### config.mk
export PLATFORM = sky130hd
export DESIGN_NAME = if_id_pipe_buf_flat
export DESIGN_NICKNAME = d
export VERILOG_FILES = /design/src/rtl/if_id_pipe_buf_if.sv /design/src/rtl/if_id_pipe_buf.sv /design/src/flat_wrapper.sv
export SDC_FILE = /design/constraint.sdc
export NUM_CORES = 1
export LEC_CHECK = 0
export BUFFER_PORTS_ARGS = -buffer_cell sky130_fd_sc_hd__buf_2
export CAP_MARGIN = 25
export CORE_MARGIN = 2
export CORE_UTILIZATION = 49
export DETAILED_ROUTE_END_ITERATION = 6
export PLACE_DENSITY = 0.76
export SLEW_MARGIN = 30
export SYNTH_ARGS = -nofsm -noshare
export SYNTH_HDL_FRONTEND = slang
export SYNTH_SLANG_ARGS = --single-unit
### constraint.sdc
create_clock -name dclk -period 1.55 [get_ports dclk]
set_input_delay 0.155 -clock dclk [delete_from_list [all_inputs] [get_ports dclk]]
set_output_delay 0.155 -clock dclk [all_outputs]
set_load 0.05 [all_outputs]
### src/rtl/if_id_pipe_buf_if.sv
// IF->ID handshake bundle: fetch side drives the master modport, the pipeline buffer uses slave.
interface if_id_pipe_buf_if #(
  parameter int INST_W = 32,
  parameter int ADDR_W = 32
);
  logic              in_valid_i;
  logic              in_ready_o;
  logic [INST_W-1:0] inst_i;
  logic [ADDR_W-1:0] pc_i;
  logic              flush_i;
  logic              out_valid_o;
  logic              out_ready_i;
  logic [INST_W-1:0] inst_o;
  logic [ADDR_W-1:0] pc_o;
  logic [1:0]        occupancy_o;

  modport master (
    output in_valid_i, inst_i, pc_i, flush_i, out_ready_i,
    input  in_ready_o, out_valid_o, inst_o, pc_o, occupancy_o
  );

  modport slave (
    input  in_valid_i, inst_i, pc_i, flush_i, out_ready_i,
    output in_ready_o, out_valid_o, inst_o, pc_o, occupancy_o
  );
endinterface

### src/rtl/if_id_pipe_buf.sv
// IF->ID pipeline buffer: valid/ready handshake, optional skid entry, flush and global rdy freeze.
module if_id_pipe_buf #(
  parameter int INST_W  = 32,
  parameter int ADDR_W  = 32,
  parameter bit SKID_EN = 1'b1
) (
  input  logic dclk,
  input  logic rst,
  input  logic rdy,
  if_id_pipe_buf_if.slave bus
);
  logic              main_v_r, skid_v_r;
  logic [INST_W-1:0] main_inst_r, skid_inst_r;
  logic [ADDR_W-1:0] main_pc_r, skid_pc_r;
  logic [1:0]        occ_r;

  logic              main_v_nx_s, skid_v_nx_s;
  logic [INST_W-1:0] main_inst_nx_s, skid_inst_nx_s;
  logic [ADDR_W-1:0] main_pc_nx_s, skid_pc_nx_s;
  logic [1:0]        occ_nx_s;
  logic              in_ready_s, accept_s, pop_s;

  // Ready: with the skid entry it depends on registered state only, without it ID's ready passes through.
  always_comb begin
    if (SKID_EN) begin
      in_ready_s = rdy & ~skid_v_r & ~bus.flush_i;
    end else begin
      in_ready_s = rdy & ~bus.flush_i & (~main_v_r | bus.out_ready_i);
    end
    accept_s = bus.in_valid_i & in_ready_s;
    pop_s    = main_v_r & bus.out_ready_i & rdy & ~bus.flush_i;
  end

  // Next-state for the main/skid entries; flush wins over the freeze.
  always_comb begin
    main_v_nx_s    = main_v_r;
    skid_v_nx_s    = skid_v_r;
    main_inst_nx_s = main_inst_r;
    main_pc_nx_s   = main_pc_r;
    skid_inst_nx_s = skid_inst_r;
    skid_pc_nx_s   = skid_pc_r;
    if (bus.flush_i) begin
      main_v_nx_s    = 1'b0;
      skid_v_nx_s    = 1'b0;
      main_inst_nx_s = {INST_W{1'b0}};
      main_pc_nx_s   = {ADDR_W{1'b0}};
      skid_inst_nx_s = {INST_W{1'b0}};
      skid_pc_nx_s   = {ADDR_W{1'b0}};
    end else if (rdy) begin
      if (SKID_EN) begin
        if (pop_s && skid_v_r) begin
          // in_ready was low, so nothing can be accepted alongside the skid drain
          main_inst_nx_s = skid_inst_r;
          main_pc_nx_s   = skid_pc_r;
          skid_v_nx_s    = 1'b0;
        end else if (pop_s && accept_s) begin
          main_inst_nx_s = bus.inst_i;
          main_pc_nx_s   = bus.pc_i;
        end else if (pop_s) begin
          main_v_nx_s = 1'b0;
        end else if (accept_s && main_v_r) begin
          skid_inst_nx_s = bus.inst_i;
          skid_pc_nx_s   = bus.pc_i;
          skid_v_nx_s    = 1'b1;
        end else if (accept_s) begin
          main_inst_nx_s = bus.inst_i;
          main_pc_nx_s   = bus.pc_i;
          main_v_nx_s    = 1'b1;
        end else begin
          main_v_nx_s = main_v_r;
        end
      end else begin
        if (accept_s) begin
          main_inst_nx_s = bus.inst_i;
          main_pc_nx_s   = bus.pc_i;
          main_v_nx_s    = 1'b1;
        end else if (pop_s) begin
          main_v_nx_s = 1'b0;
        end else begin
          main_v_nx_s = main_v_r;
        end
      end
    end else begin
      main_v_nx_s = main_v_r;
    end
    occ_nx_s = {1'b0, main_v_nx_s} + {1'b0, skid_v_nx_s};
  end

  // State registers; reset overrides flush and rdy.
  always_ff @(posedge dclk) begin
    if (rst) begin
      main_v_r    <= 1'b0;
      skid_v_r    <= 1'b0;
      main_inst_r <= {INST_W{1'b0}};
      main_pc_r   <= {ADDR_W{1'b0}};
      skid_inst_r <= {INST_W{1'b0}};
      skid_pc_r   <= {ADDR_W{1'b0}};
      occ_r       <= 2'd0;
    end else begin
      main_v_r    <= main_v_nx_s;
      skid_v_r    <= skid_v_nx_s;
      main_inst_r <= main_inst_nx_s;
      main_pc_r   <= main_pc_nx_s;
      skid_inst_r <= skid_inst_nx_s;
      skid_pc_r   <= skid_pc_nx_s;
      occ_r       <= occ_nx_s;
    end
  end

  assign bus.in_ready_o  = in_ready_s;
  assign bus.out_valid_o = main_v_r;
  assign bus.inst_o      = main_inst_r;
  assign bus.pc_o        = main_pc_r;
  assign bus.occupancy_o = occ_r;
endmodule

### src/flat_wrapper.sv
// flat-port wrapper written by rule: the top's interface ports become plain ports
module if_id_pipe_buf_flat 
#(
  parameter int INST_W  = 32,
  parameter int ADDR_W  = 32,
  parameter bit SKID_EN = 1'b1
)
  (dclk, rst, rdy, bus_in_valid_i, bus_inst_i, bus_pc_i, bus_flush_i, bus_out_ready_i, bus_in_ready_o, bus_out_valid_o, bus_inst_o, bus_pc_o, bus_occupancy_o);
  if_id_pipe_buf_if #(.INST_W(INST_W), .ADDR_W(ADDR_W)) bus_i ();
  input  logic dclk;
  input  logic rst;
  input  logic rdy;
  input wire logic [$bits(bus_i.in_valid_i)-1:0] bus_in_valid_i;
  input wire logic [$bits(bus_i.inst_i)-1:0] bus_inst_i;
  input wire logic [$bits(bus_i.pc_i)-1:0] bus_pc_i;
  input wire logic [$bits(bus_i.flush_i)-1:0] bus_flush_i;
  input wire logic [$bits(bus_i.out_ready_i)-1:0] bus_out_ready_i;
  output wire logic [$bits(bus_i.in_ready_o)-1:0] bus_in_ready_o;
  output wire logic [$bits(bus_i.out_valid_o)-1:0] bus_out_valid_o;
  output wire logic [$bits(bus_i.inst_o)-1:0] bus_inst_o;
  output wire logic [$bits(bus_i.pc_o)-1:0] bus_pc_o;
  output wire logic [$bits(bus_i.occupancy_o)-1:0] bus_occupancy_o;
  assign bus_i.in_valid_i = bus_in_valid_i;
  assign bus_i.inst_i = bus_inst_i;
  assign bus_i.pc_i = bus_pc_i;
  assign bus_i.flush_i = bus_flush_i;
  assign bus_i.out_ready_i = bus_out_ready_i;
  assign bus_in_ready_o = bus_i.in_ready_o;
  assign bus_out_valid_o = bus_i.out_valid_o;
  assign bus_inst_o = bus_i.inst_o;
  assign bus_pc_o = bus_i.pc_o;
  assign bus_occupancy_o = bus_i.occupancy_o;
  if_id_pipe_buf #(.INST_W(INST_W), .ADDR_W(ADDR_W), .SKID_EN(SKID_EN)) u_core (.dclk(dclk), .rst(rst), .rdy(rdy), .bus(bus_i));
endmodule
# Word level (Yosys, flattened, before mapping)
# Index checks and enable logic that the tools add are counted.
# Widths: inputs -> output; s select.
# classes
add_sub_neg	1
eq_ne	2
n_mux	23
n_bitwise	11
n_reduce_logical	7
# ops
cell	n
$mux 32	10
$mux 1	13
$and 1x1->1	6
$not 1->1	5
$reduce_and 5->1	1
$reduce_and 4->1	1
$logic_and 1x1->1	3
$ne 3x1->1 const B	1
$ne 3x3->1 const B	1
$reduce_bool 3->1	1
$add 1x1->2	1
$reduce_or 2->1	1
# word_totals
wordCells	51
regBits	132
output_inout_bits	68
inputBits	70

# Longest topological paths before layout
# logic_depth
word_depth	12
ltp_mapped	7
mapped_depth_nobuf	5

# Worst setup path after synthesis
# OpenSTA, ideal clock, no wires.
# synth_path
path_type	flip-flop to flip-flop
from	reg u_core.skid_v_r
to	reg u_core.occ_r[0] (netlist: u_core.bus.occupancy_o[0])
path_stages_with_launch	8
arrival_time_ns	2.559
required_ns	1.436
slack_ns	-1.122
n_path_buf	2
period_less_slack_ns	2.672
path_cell_list	dfxtp_1 -> buf_6 -> buf_2 -> nor3b_1 -> a22oi_1 -> nor2_1 -> ha_1 -> nor2b_1
# synth_via
elab_chain_cells	12
elab_cells_between_ends	21
cone_classes	add/sub (1); mux (13); bitwise (4); reduce/logical (3)
# synth_lines
element	line	rtl
start: declaration	if_id_pipe_buf.sv:12	logic main_v_r, skid_v_r;
start signal: assignment	if_id_pipe_buf.sv:101	skid_v_r <= skid_v_nx_s;
$not 1->1 (*)	if_id_pipe_buf.sv:26	in_ready_s = rdy & ~skid_v_r & ~bus.flush_i;
$and 1x1->1 (*) (2 in a row)	if_id_pipe_buf.sv:26	
net bus_in_ready_o	flat_wrapper.sv:18	output wire logic [$bits(bus_i.in_ready_o)-1:0] bus_in_ready_o;
$and 1x1->1 (*)	if_id_pipe_buf.sv:30	accept_s = bus.in_valid_i & in_ready_s;
$mux 1 or $logic_and 1x1->1 (tied branches)	if_id_pipe_buf.sv:65, if_id_pipe_buf.sv:61	
$mux 1	if_id_pipe_buf.sv:61	end else if (accept_s && main_v_r) begin
$mux 1	if_id_pipe_buf.sv:59	end else if (pop_s) begin
$mux 1 (*)	if_id_pipe_buf.sv:56	end else if (pop_s && accept_s) begin
$mux 1 (*)	if_id_pipe_buf.sv:51	if (pop_s && skid_v_r) begin
$mux 1 (*)	if_id_pipe_buf.sv:49	end else if (rdy) begin
$mux 1 (*)	if_id_pipe_buf.sv:42	if (bus.flush_i) begin
net u_core.main_v_nx_s	if_id_pipe_buf.sv:17	logic main_v_nx_s, skid_v_nx_s;
$add 1x1->2 (*)	if_id_pipe_buf.sv:86	occ_nx_s = {1'b0, main_v_nx_s} + {1'b0, skid_v_nx_s};
net u_core.occ_nx_s[0]	if_id_pipe_buf.sv:20	logic [1:0] occ_nx_s;
end signal: assignment	if_id_pipe_buf.sv:106	occ_r <= occ_nx_s;
end: declaration	if_id_pipe_buf.sv:15	logic [1:0] occ_r;
# Mark *: on every way through the listed nets, which the timed path passes. The rest lies on a longest branch.
# A chain may end at the register's enable or synchronous reset.

# Worst setup path in the final report
# layout_path
from	reg u_core.main_v_r (netlist: u_core.bus.out_valid_o)
to	reg u_core.main_pc_r[17] (netlist: u_core.bus.pc_o[17])
# layout_via
elab_chain_cells	6
elab_cells_between_ends	12
cone_classes	eq/ne (2); mux (2); bitwise (3); reduce/logical (5)
# layout_lines
element	line	rtl
start: declaration	if_id_pipe_buf.sv:12	
start signal: assignment	if_id_pipe_buf.sv:100	main_v_r <= main_v_nx_s;
$and 1x1->1 (3 in a row)	if_id_pipe_buf.sv:31	pop_s = main_v_r & bus.out_ready_i & rdy & ~bus.flush_i;
$logic_and 1x1->1 (on tied branches)	if_id_pipe_buf.sv:56, if_id_pipe_buf.sv:51	
$ne 3x3->1 (no line), or another cell as far along	n/a	
$reduce_and 4->1 (no line) or $mux 32 (tied branches)	n/a	
end signal: assignment	if_id_pipe_buf.sv:95	main_pc_r <= {ADDR_W{1'b0}};
end signal: assignment	if_id_pipe_buf.sv:103	main_pc_r <= main_pc_nx_s;
end: declaration	if_id_pipe_buf.sv:14	logic [ADDR_W-1:0] main_pc_r, skid_pc_r;
# Parallel ways exist; a longest one is shown, timed or not.

==> results.toml <==
[min_path]
min_path_cells = 3
hp-class = "primary input to flip-flop"

[floorplanning]
rows = 40
ios = 138
initial_core_util = 0.5064
coreArea_mm2 = 0.01211
chipWidth_um = 115.9
die_h_um = 115.9
die_area_mm2 = 0.01343

[sta]
rsz0062_at_grt = "yes"
max_slew_margin = 0.6480
setup_tns_ns = 0
slew_viol_final = 0
period_share = 0.9821
fmax_mhz = 656.9
final-setup-viol-count = 0
finalClockSkew_ns = 0.006711
period_minus_slack_ns = 1.522
whs_ns = 0.009642
tightestPinTransition_ns = 0.5280
finalHoldViolCount = 0

[clocking]
clkTransAtPathRegs_ns = 0.06
post_cts_buffers = 0
cts_tree = "done"
root_buffer = "clkbuf_16"
tritoncts_num_sinks = 132
clockBufferDepth = 2
cts_buffers = 17
clkLatencyLatePin_ns = 0.43
htreeDepth = 4

[route]
drt_iter0_drc = 677
wl_met1_um = 8071
dr_wl_met3_um = 2149
wl_met2_um = 10290
drc_errors = 0
top_layer = "met4"
vias = 6851
ant_nets = 0
vias_per_cell = 6.704
wirelength_um = 21230
routedWlPerCell_um = 20.77
first_pass_iters = 7

[critical_path]
crit_arrival_ns = 1.79
regToRegSetupSlack_ns = 0.03
crit_fanout = 32
reg2reg_to = "u_core.bus.pc_o[17]"
crit_path_end = "u_core.bus.pc_o[17]"
required_ns = 1.82
r2r-start = "u_core.bus.out_valid_o"
reg2regPathDepth = 3
endpoint_kind = "flip-flop"
crit_start = "u_core.bus.out_valid_o"
cp-start-kind = "flip-flop"
worstSetupPathType = "flip-flop to flip-flop"

[placement]
port_buffers = 137
dp_hpwl_um = 11570
gp_congestion = 0.8045
dp_cells = 941

[global_routing]
grt.overflow.total = 0
grt_pass1_vias = 6553
grt_max_degree = 65
track_usage = 0.3097
antenna_found_initial = 0
grt_pass1_wl_um = 32650

[synth]
syn_area_mm2 = 0.006133
synth_warnings = 0
synth_cells = 709
synth.avg_cell_area_um2 = 8.651
yosysSeqAreaShare = 0.4308
yosysUniqueCellTypes = 25
synth_fp_nets = 780
ys_ff_latch = 132

[power_and_ir_drop]
ir_worst_vdd_mv = 0.6203
p_per_area_mw_per_mm2 = 1026
p_leak_uw = 0.002756
totalPowerFinal_uw = 8256

[cells_and_area]
nNetsFinal = 912
drive_above_1_share = 0.2623
final_cell_mix = "buf_2 (136), dfxtp_1 (130), o21ai_0 (117)"
fillers = 972
fin_cells = 1022
diodes = 0
area_growth_pct = 31.25
fin_util = 0.6647
final_common_cell = "buf_2"

[status]
status = "finished, final reports clean"

[flow_run]
maxCapViolCount = 0
## Yosys cell counts, drive strengths merged
master,instances,share of area
a21oi,64,0.052
a22oi,1,0.0012
a311oi,64,0.092
a31oi,64,0.065
and3,3,0.0039
buf,44,0.046
clkbuf,62,0.038
dfxtp,132,0.43
ha,1,0.0020
mux2,1,0.0024
nand2b,2,0.0020
nand3,66,0.054
nand4b,64,0.091
nand4bb,1,0.0018
nor2,4,0.0024
nor2b,3,0.0031
nor3,1,0.0027
nor3b,1,0.0012
o21ai,129,0.11
or2,1,0.0010
or3,1,0.0010
## through the flow
stage / worst slack (ns) / instance area (um^2)
floorplan: -0.2454 / 6157
global placement: -0.03139 / 6910
detailed placement: -0.1226 / 6910
CTS: 0.005836 / 7973
global route: -0.01287 / 8050
finish: 0.02769 / 8050
## cells by family (layout without fill, tap and decap cells)
logic type,after synthesis,in the layout,share of synthesized area
compound gates,322,322,0.3164
fa+ha+maj,1,1,0.002040
buf+inv,106,250,0.08384
flops,132,132,0.4308
mux,1,1,0.002447
simple gates,147,148,0.1644
## routing by layer
layer | vias to the layer above | global-route usage
met5 | - | 0
met4 | 0 | 0.1587
met3 | 83 | 0.08630
met2 | 492 | 0.5057
met1 | 3235 | 0.3745
li1 | 3041 | -
## worst min path at each step
stage / startpoint / to / slack [ns]
after floorplan: rst / u_core.bus.occupancy_o[0] / 0.23
after detailed placement: rst / u_core.bus.occupancy_o[1] / 0.35
after global placement: rst / u_core.bus.occupancy_o[0] / 0.35
after CTS: bus_inst_i[31] / u_core.skid_inst_r[31] / 0.00009
final: bus_inst_i[10] / u_core.skid_inst_r[10] / 0.01
after global routing: bus_pc_i[31] / u_core.skid_pc_r[31] / 0.004
## state kept, by name, indices dropped and copies added (netlist names)
name                    flops
u_core.bus.inst_o          32
u_core.bus.pc_o            32
u_core.skid_inst_r         32
u_core.skid_pc_r           32
u_core.bus.occupancy_o      2
u_core.bus.out_valid_o      1
u_core.skid_v_r             1
## what timing repair did
action / in CTS / in global routing
gates cloned: 1 / 1
resized for setup: 4 / 22
hold endpoints to repair: 48 / 0
pin swaps: 0 / 5
hold buffers: 47 / 0
setup endpoints to repair: 65 / 51
## power by group
group | total (uW) | switching [uW] | internal, uW
logic | 902 | 572 | 330
registers | 3460 | 23.6 | 3440
clock network | 3900 | 1460 | 2430
## worst max-delay path, stage by stage (launching register included)
cell and delay, ns:
dfxtp_2 0.39, mux2_4 0.22, and3_4 0.55, a311oi_2 0.20
## layout make-up
class | count | area [um^2] | share of cell area
Clock buffer | 22 | 464.2 | 0.05766
Multi-Input combinational cell | 472 | 3074 | 0.3819
Tap cell | 168 | 210.2 | 0.02611
Sequential cell | 132 | 2645 | 0.3286
Timing Repair Buffer | 218 | 1550 | 0.1926
Clock inverter | 10 | 106.4 | 0.01321
No activity file was read; power rests on OpenSTA's default activity.
